$ cat config.mk
export PLATFORM = sky130hd
export DESIGN_NAME = multi_cycle_control
export DESIGN_NICKNAME = d
export VERILOG_FILES = /design/src/rtl/multi_cycle_control.sv
export SDC_FILE = /design/constraint.sdc
export NUM_CORES = 1
export LEC_CHECK = 0
export ABC_AREA = 1
export CORE_MARGIN = 3
export CORE_UTILIZATION = 35
export DETAILED_ROUTE_END_ITERATION = 10
export PLACE_DENSITY_LB_ADDON = 0.05
export REMOVE_ABC_BUFFERS = 1
export SLEW_MARGIN = 25
export SYNTH_ARGS = -nofsm -noshare
export SYNTH_HDL_FRONTEND = slang
export SYNTH_SLANG_ARGS = --single-unit
$ cat constraint.sdc
create_clock -name CLK -period 2.8 [get_ports CLK]
set_clock_uncertainty 0.15 [all_clocks]
set_input_delay 0.56 -clock CLK [delete_from_list [all_inputs] [get_ports CLK]]
set_output_delay 0.56 -clock CLK [all_outputs]
set_load 0.02 [all_outputs]
$ cat src/rtl/multi_cycle_control.sv
// Multi-cycle LEGv8 sequencer: steps each instruction through FETCH/DECODE/EXEC/MEM/WB,
// handshaking with the shared memory ports. Illegal opcodes and memory timeouts park it in FAULT.
module multi_cycle_control #(
    parameter int TIMEOUT = 15,
    parameter int CNT_W   = 8
) (
    input  logic        CLK,
    input  logic        Reset,
    input  logic [10:0] Opcode,
    input  logic        IMemReady,
    input  logic        DMemReady,
    output logic        IMemReq,
    output logic        DMemReq,
    output logic        IRWrite,
    output logic        PCWrite,
    output logic        Reg2Loc,
    output logic        ALUSrc,
    output logic        MemToReg,
    output logic        RegWrite,
    output logic        MemRead,
    output logic        MemWrite,
    output logic        Branch,
    output logic        Uncondbranch,
    output logic [1:0]  ALUOp,
    output logic        Fault,
    output logic [2:0]  State
);

    typedef enum logic [2:0] {
        S_FETCH  = 3'd0,
        S_DECODE = 3'd1,
        S_EXEC   = 3'd2,
        S_MEM    = 3'd3,
        S_WB     = 3'd4,
        S_FAULT  = 3'd7
    } state_t;

    typedef enum logic [2:0] {
        OP_ILL, OP_LDUR, OP_STUR, OP_RTYPE, OP_IMM, OP_CBZ, OP_B
    } opclass_t;

    typedef struct packed {
        logic       imemreq;
        logic       dmemreq;
        logic       irwrite;
        logic       pcwrite;
        logic       reg2loc;
        logic       alusrc;
        logic       memtoreg;
        logic       regwrite;
        logic       memread;
        logic       memwrite;
        logic       branch;
        logic       uncondbranch;
        logic [1:0] aluop;
        logic       fault;
    } ctrl_t;

    function automatic opclass_t classify(input logic [10:0] op);
        casez (op)
            11'b11111000010: return OP_LDUR;
            11'b11111000000: return OP_STUR;
            11'b10001011000,
            11'b11001011000,
            11'b10001010000,
            11'b10101010000: return OP_RTYPE;
            11'b1011001000?,
            11'b11010011011: return OP_IMM;
            11'b10110100???: return OP_CBZ;
            11'b000101?????: return OP_B;
            default:         return OP_ILL;
        endcase
    endfunction

    state_t           state, nxt;
    logic [10:0]      op_reg;
    logic [CNT_W-1:0] cnt, cnt_nxt, cnt_inc;
    logic             at_limit;
    opclass_t         cls, dcls;
    ctrl_t            c, co;

    always_ff @(posedge CLK or posedge Reset) begin
        if (Reset) begin
            state  <= S_FETCH;
            op_reg <= '0;
            cnt    <= '0;
        end else begin
            state <= nxt;
            cnt   <= cnt_nxt;
            if (state == S_DECODE)
                op_reg <= Opcode;
        end
    end

    // Saturating wait counter; cleared on every state change.
    assign cnt_inc  = (cnt == {CNT_W{1'b1}}) ? cnt : cnt + 1'b1;
    assign at_limit = (cnt >= CNT_W'(TIMEOUT - 1));
    assign cls      = classify(op_reg);
    assign dcls     = classify(Opcode);

    always_comb begin
        nxt     = state;
        cnt_nxt = '0;
        c       = '0;
        case (state)
            S_FETCH: begin
                c.imemreq = 1'b1;
                if (IMemReady) begin
                    c.irwrite = 1'b1;
                    nxt       = S_DECODE;
                end else if (at_limit) begin
                    nxt = S_FAULT;
                end else begin
                    cnt_nxt = cnt_inc;
                end
            end
            S_DECODE: nxt = (dcls == OP_ILL) ? S_FAULT : S_EXEC;
            S_EXEC: begin
                case (cls)
                    OP_LDUR: begin c.alusrc = 1'b1; nxt = S_MEM; end
                    OP_STUR: begin c.alusrc = 1'b1; c.reg2loc = 1'b1; nxt = S_MEM; end
                    OP_RTYPE: begin c.aluop = 2'b10; nxt = S_WB; end
                    OP_IMM: begin c.alusrc = 1'b1; c.aluop = 2'b10; nxt = S_WB; end
                    OP_CBZ: begin
                        c.reg2loc = 1'b1;
                        c.branch  = 1'b1;
                        c.aluop   = 2'b01;
                        c.pcwrite = 1'b1;
                        nxt       = S_FETCH;
                    end
                    OP_B: begin
                        c.branch       = 1'b1;
                        c.uncondbranch = 1'b1;
                        c.pcwrite      = 1'b1;
                        nxt            = S_FETCH;
                    end
                    default: nxt = S_FAULT;
                endcase
            end
            S_MEM: begin
                c.dmemreq  = 1'b1;
                c.alusrc   = 1'b1;
                c.memread  = (cls == OP_LDUR);
                c.memwrite = (cls == OP_STUR);
                c.reg2loc  = (cls == OP_STUR);
                if (cls != OP_LDUR && cls != OP_STUR) begin
                    nxt = S_FAULT;
                end else if (DMemReady) begin
                    // A store retires here; a load still needs its register write.
                    c.pcwrite = (cls == OP_STUR);
                    nxt       = (cls == OP_STUR) ? S_FETCH : S_WB;
                end else if (at_limit) begin
                    nxt = S_FAULT;
                end else begin
                    cnt_nxt = cnt_inc;
                end
            end
            S_WB: begin
                c.regwrite = 1'b1;
                c.pcwrite  = 1'b1;
                c.memtoreg = (cls == OP_LDUR);
                nxt        = S_FETCH;
            end
            S_FAULT: c.fault = 1'b1;
            default: nxt = S_FAULT;
        endcase
    end

    // Reset masks every output, including the combinational FETCH request.
    assign co    = Reset ? '0 : c;
    assign State = Reset ? 3'd0 : state;

    assign IMemReq      = co.imemreq;
    assign DMemReq      = co.dmemreq;
    assign IRWrite      = co.irwrite;
    assign PCWrite      = co.pcwrite;
    assign Reg2Loc      = co.reg2loc;
    assign ALUSrc       = co.alusrc;
    assign MemToReg     = co.memtoreg;
    assign RegWrite     = co.regwrite;
    assign MemRead      = co.memread;
    assign MemWrite     = co.memwrite;
    assign Branch       = co.branch;
    assign Uncondbranch = co.uncondbranch;
    assign ALUOp        = co.aluop;
    assign Fault        = co.fault;

endmodule

==> flow_summary_export.csv, run 1 <==
group,metric,value,unit
synthesis,synth_area,1720,µm²
placement,portBuffers,32,
cts,cts_inserted_buffers,3,
sta,finalSetupTns,-20.1,ps
route,drt_iter0_markers,91,
synthesis,synthDistinctLibCells,30,
synthesis,ys_seq_area_share,32.1,%
run_status,violations,"setup timing",
sta,max_clock_freq,0.356,GHz
run_status,outcome,"complete, but fails checks",
synthesis,postSynthCellCount,261,
critical_path,reg2reg_to,"state[1]$_DFFE_PP0P_",
placement,place_ws,-304,ps
sta,period_needed,2810,ps
sta,timing.final.crit_share,100,%
critical_path,path_class,"reg2out",
layout,finish.utilization,59.3,%
synthesis,yosys.area.top_type,"dfrtp_1",
grt,grt_pass1_wl,7620,µm
layout,syn_to_final_growth,56.7,%
route,avgRoutedWirePerCell,11.1,µm
grt,antenna_found_initial,0,
layout,largest_reg_flops,11,
floorplan,die_h,76.0,µm
critical_path,crit_path_end_kind,"output pin",
flow_run,cap_violations,0,
route,drt-pass1-iter-count,4,
synthesis,synth_top_cell_area_share,32.1,%
floorplan,num_rows,24,
critical_path,path_max_fanout,4,
route,postRouteAntennaNets,0,
cts,cts_buffer_depth,2,
cts,clockRootBuffer,"clkbuf_8",
floorplan,die_area,5780,µm²
sta,setup_viol,2,
sta,slew_violations,0,
grt,grt_pass1_vias,1760,
grt,grt_overflow,0,
critical_path,critPathLaunchType,"flip-flop",
layout,final_nets,364,
critical_path,worstReg2RegStart,"op_reg[3]$_DFFE_PP0P_",
cts,numClockSinks,22,
pwr,p_leak,1.28,nW
route,wl,4500,µm
hold_path,holdPathStages,3,
floorplan,die_w,76.0,µm
cts,cts.clk_slew.worst_paths,80,ps
route,viasPerCell,4.59,
floorplan,io_pins,33,
cts,cts_hold_buf,0,
sta,fin_ws,-10.7,ps
critical_path,r2r_slack,570,ps
synthesis,synth.avg_cell_area,6.58,µm²
layout,final_cell_mix,"53 x nand2_1, 42 x buf_4, 38 x nor2_1, 28 x inv_1",
critical_path,arrival,2100,ps
synthesis,yosysWarnings,0,
placement,hpwl,3590,µm
pwr,power.density,255,nW/µm²
layout,final_common_cell,"nand2_1",
floorplan,coreArea,4530,µm²
hold_path,hold_start,"cnt[4]$_DFF_PP0_",
layout,final_layout_size_suffix_gt1_share,34.8,%
synthesis,synth_area_leaders,"dfrtp_1 32%, nand2_1 13%, nor2_1 9.6%",
cts,clk_latency,260,ps
hold_path,hold_class,"reg2reg",
route,vias,1870,
sta,hold_violations,0,
pwr,ir_drop,0.267,mV
pwr,total_power,0.685,mW
critical_path,ff2ff_path_depth,16,
synthesis,synth-seq-cells,22,
route,drc,0,
grt,grt_max_degree,24,
hold_path,hold-path-endpoint,"cnt[4]$_DFF_PP0_",
layout,diodes,0,
sta,fin_hold_ws,499,ps
floorplan,initial_utilization,37.9,%
sta,rsz0062_at_grt,"yes",
placement,gp_congestion,0.877,
grt,grt_usage,15.7,%
cts,cts_max_level,1,
critical_path,worstPathRequired,2090,ps
cts,cts_tree,"done",
## cell usage after synthesis
cell / instances
nor3_1: 12
xor2_1: 2
clkbuf_1: 2
nand2_1: 58
inv_1: 34
a21oi_1: 5
o22ai_1: 3
xnor2_1: 1
conb_1: 1
nand3_2: 2
nand3_1: 17
nor2_1: 44
o21bai_1: 1
nand2_4: 3
a31oi_1: 2
nand4_1: 5
or2_1: 1
dfrtp_1: 22
nor3_2: 1
nor4_1: 2
or2_0: 1
o211ai_2: 1
buf_2: 1
o21ai_2: 2
inv_2: 5
nor2_2: 6
ha_1: 6
nand2_2: 4
nor2_4: 2
o21ai_0: 15
## power by group
group / total [mW] / switching [mW] / internal [mW]
Clock: 0.296 / 0.105 / 0.191
Combinational: 0.0682 / 0.0349 / 0.0333
Sequential: 0.321 / 0.00113 / 0.320
Total: 0.685 / 0.141 / 0.544
## worst max-delay path by stage
stage / depth (start not counted) / start / to
after floorplan: 9 / op_reg[8]$_DFFE_PP0P_ / MemWrite
after CTS: 13 / op_reg[3]$_DFFE_PP0P_ / PCWrite
final: 12 / op_reg[10]$_DFFE_PP0P_ / ALUOp[1]
after detailed placement: 11 / op_reg[5]$_DFFE_PP0P_ / Reg2Loc
after global placement: 13 / op_reg[5]$_DFFE_PP0P_ / PCWrite
after global routing: 13 / op_reg[3]$_DFFE_PP0P_ / PCWrite
## timing repair
action,in CTS,in global routing
pin swaps,10,12
endpoints found under the setup margin,10,12
gates resized for setup,65,31
endpoints found under the hold margin,0,0
buffers inserted,1,3
## layer usage
layer	vias to the layer above	track usage, %	part of all wire, %
met1	844	18.4	45
met2	33	29.6	50
li1	989	-	-
met3	4	2.96	3.6
met5	-	0	0
met4	0	3.44	0.87
## final cells by class
| class | count | area [µm²] |
|---|---|---|
| fillers | 444 | 1840 |
| multi-input cells | 199 | 1170 |
| repair buffers | 78 | 664 |
| flip-flops and latches | 22 | 552 |
| inverters | 39 | 146 |
| well taps | 65 | 81.3 |
| clock buffers | 3 | 41.3 |
| clock inverters | 1 | 30.0 |
## per-stage QoR
stage	cell area, µm²	std cells
global route	2690	407
floorplan	1710	260
finish	2690	407
detailed placement	2430	399
global placement	2430	399
CTS	2590	404
## critical path: stages, from the launching register on
cell and delay (ps):
dfrtp_1 430, buf_4 150, nor2_1 140, nand3_2 110, nand2_1 130, a31oi_4 60
buf_6 150, buf_6 110, ha_4 160, o21bai_4 160, nand2_2 80, nor2_2 40
buf_6 130
## kinds of logic (layout without fill, tap and decap cells)
| kind of cell | count (synthesis) | count (layout) | synth area share, % |
|---|---|---|---|
| buf+inv | 42 | 121 | 9.26 |
| fa+ha+maj | 6 | 6 | 4.37 |
| flops | 22 | 22 | 32.1 |
| simple gates | 158 | 158 | 42.7 |
| other cells | 1 | 3 | 0.218 |
| compound gates | 29 | 29 | 9.84 |
| xor+xnor | 3 | 3 | 1.53 |
Note: power is estimated with default switching activity, not from simulation.
==> run 2, diff against run 1 <==
CTS_CLUSTER_SIZE = 25   (was default)
SETUP_SLACK_MARGIN = 0.2   (was default)
==> run 2 against run 1 <==
Critical path type unchanged. The run still ends with setup timing left. Combinational power fell by 1%. Critical path depth shrank 1. Total power is 0.29% lower.
==> flow_summary_export.csv, run 2 (same netlist as run 1, synthesis figures left out) <==
group,metric,value,unit
run_status,outcome,"complete, but fails checks",
run_status,violations,"setup timing",
grt,grt_use_met3,2.96,%
sta,max_clock_freq,0.357,GHz
pwr,p_leak,1.35,nW
pwr,seq_power_share,46.9,%
grt,met1_usage,18.6,%
critical_path,crit_path_end_kind,"output pin",
pwr,comb_power_share,9.8,%
cts,cts_max_level,1,
floorplan,io_pins,33,
route,wl,4620,µm
route,drc,0,
cts,clk_latency,260,ps
cts,cts_inserted_buffers,3,
sta,fin_ws,-2.07,ps
layout,diodes,0,
cts,numClockSinks,22,
pwr,p_clk_share,43.2,%
pwr,power.density,249,nW/µm²
grt,antenna_found_initial,0,
grt,grt_usage,16.1,%
floorplan,die_area,5780,µm²
pwr,power.internal,0.542,mW
placement,portBuffers,32,
route,postRouteAntennaNets,0,
critical_path,worstPathRequired,2090,ps
layout,syn_to_final_growth,60.0,%
sta,fin_hold_ws,497,ps
cts,clockRootBuffer,"clkbuf_8",
floorplan,num_rows,24,
route,drt_iter0_markers,68,
pwr,p_switching,0.141,mW
hold_path,hold_class,"reg2reg",
cts,cts_buffer_depth,2,
critical_path,arrival,2090,ps
sta,slew_violations,0,
cts,cts_tree,"done",
sta,rsz0062_at_grt,"yes",
layout,multi_input_area,1200,µm²
grt,use_met2,30.4,%
critical_path,critPathLaunchType,"flip-flop",
flow_run,cap_violations,0,
critical_path,r2r_slack,510,ps
floorplan,die_h,76.0,µm
grt,grt_pass1_vias,1788,
layout,fillCellCount,438,
route,drt-pass1-iter-count,4,
sta,finalSetupTns,-2.07,ps
layout,final_layout_size_suffix_gt1_share,37.3,%
pwr,sw_frac_of_total,20.6,%
floorplan,die_w,76.0,µm
grt,grt_overflow,0,
sta,timing.final.crit_share,100,%
placement,hpwl,3590,µm
grt,grt_max_degree,24,
sta,period_needed,2800,ps
grt,grt.busiest_layer,"met2",
route,viasPerCell,4.62,
route,avgRoutedWirePerCell,11.2,µm
layout,final_common_cell,"buf_4",
pwr,ir_drop,0.270,mV
layout,final_cell_mix,"51 x buf_4, 47 x nand2_1, 39 x nor2_1, 26 x inv_1, 21 x dfrtp_1",
critical_path,path_class,"reg2out",
sta,setup_viol,1,
critical_path,path_max_fanout,5,
layout,seq_area,552,µm²
cts,cts.clk_slew.worst_paths,80,ps
floorplan,coreArea,4530,µm²
grt,grt_pass1_wl,7800,µm
sta,hold_violations,0,
layout,largest_reg_flops,11,
placement,gp_congestion,0.877,
route,vias,1900,
floorplan,initial_utilization,37.9,%
layout,final_nets,368,
run 2: cell count changes in the layout (fill, tap and decap cells not counted), moves of 3 or more:
cell	before	now
buf_4	42	51
clkdlybuf4s50_1	21	15
dlygate4sd2_1	0	4
nand2_1	53	47
nand2_2	9	15
nor2_2	12	9
run 2: final timing paths:
kind,startpoint,to,cells past startpoint
min in group asynchronous,Reset,state[2]$_DFFE_PP0P_,4
worst min register to register,cnt[4]$_DFF_PP0_,cnt[4]$_DFF_PP0_,3
max in group asynchronous,Reset,op_reg[7]$_DFFE_PP0P_,3
worst min-delay path,cnt[4]$_DFF_PP0_,cnt[4]$_DFF_PP0_,3
worst max register to register,op_reg[10]$_DFFE_PP0P_,state[0]$_DFFE_PP0P_,15
worst max-delay path,op_reg[10]$_DFFE_PP0P_,ALUSrc,11
run 2: area by class of cell:
type | count | share of cell area [%]
Sequential cell | 22 | 20.1
Inverter | 39 | 5.33
Tap cell | 65 | 2.96
Timing Repair Buffer | 82 | 25.3
Clock inverter | 1 | 1.09
Clock buffer | 3 | 1.50
Multi-Input combinational cell | 199 | 43.7
run 2: power by group through the flow:
stage          combinational, mW  clock, mW  sequential, mW
2_1_floorplan             0.0231          0           0.327
3_5_place_dp              0.0691          0           0.327
4_1_cts                   0.0682      0.303           0.321
3_3_place_gp              0.0691          0           0.327
6_report                  0.0672      0.295           0.321
5_1_grt                   0.0738      0.317           0.321
run 2: worst max-delay path, stage by stage, from the launching register on:
cell	delay, ps
dfrtp_1	440
nand2_2	100
nor2_4	40
o21ai_2	170
nand2_2	80
a31oi_4	190
inv_2	90
ha_4	190
buf_4	140
o21ai_2	150
a21oi_2	70
buf_4	160
run 2: timing repair:
item                                    in CTS  in global routing
gates cloned                                 0                  0
setup buffers                                4                  4
endpoints found under the setup margin      14                 13
pin swaps                                   15                 13
hold buffers                                 0                  0
resized for setup                           85                 30
run 2: routing by layer:
| layer | up-vias | part of all wire [%] | wire length [µm] |
|---|---|---|---|
| met4 | 0 | 1.6 | 72 |
| met5 | - | 0 | 0 |
| met1 | 855 | 44 | 2020 |
| met3 | 8 | 3.9 | 180 |
| met2 | 38 | 51 | 2350 |
| li1 | 999 | - | - |
run 2: through the flow:
step	setup slack, ps	area [µm²]	instances	total power [mW]	util [%]
2_1_floorplan	173	1710	260	0.350	-
3_3_place_gp	-311	2430	399	0.396	53.6
3_5_place_dp	-304	2430	399	0.396	53.6
4_1_cts	-16.1	2630	407	0.692	57.9
5_1_grt	-108	2750	411	0.712	60.6
6_report	-2.07	2750	411	0.683	60.6
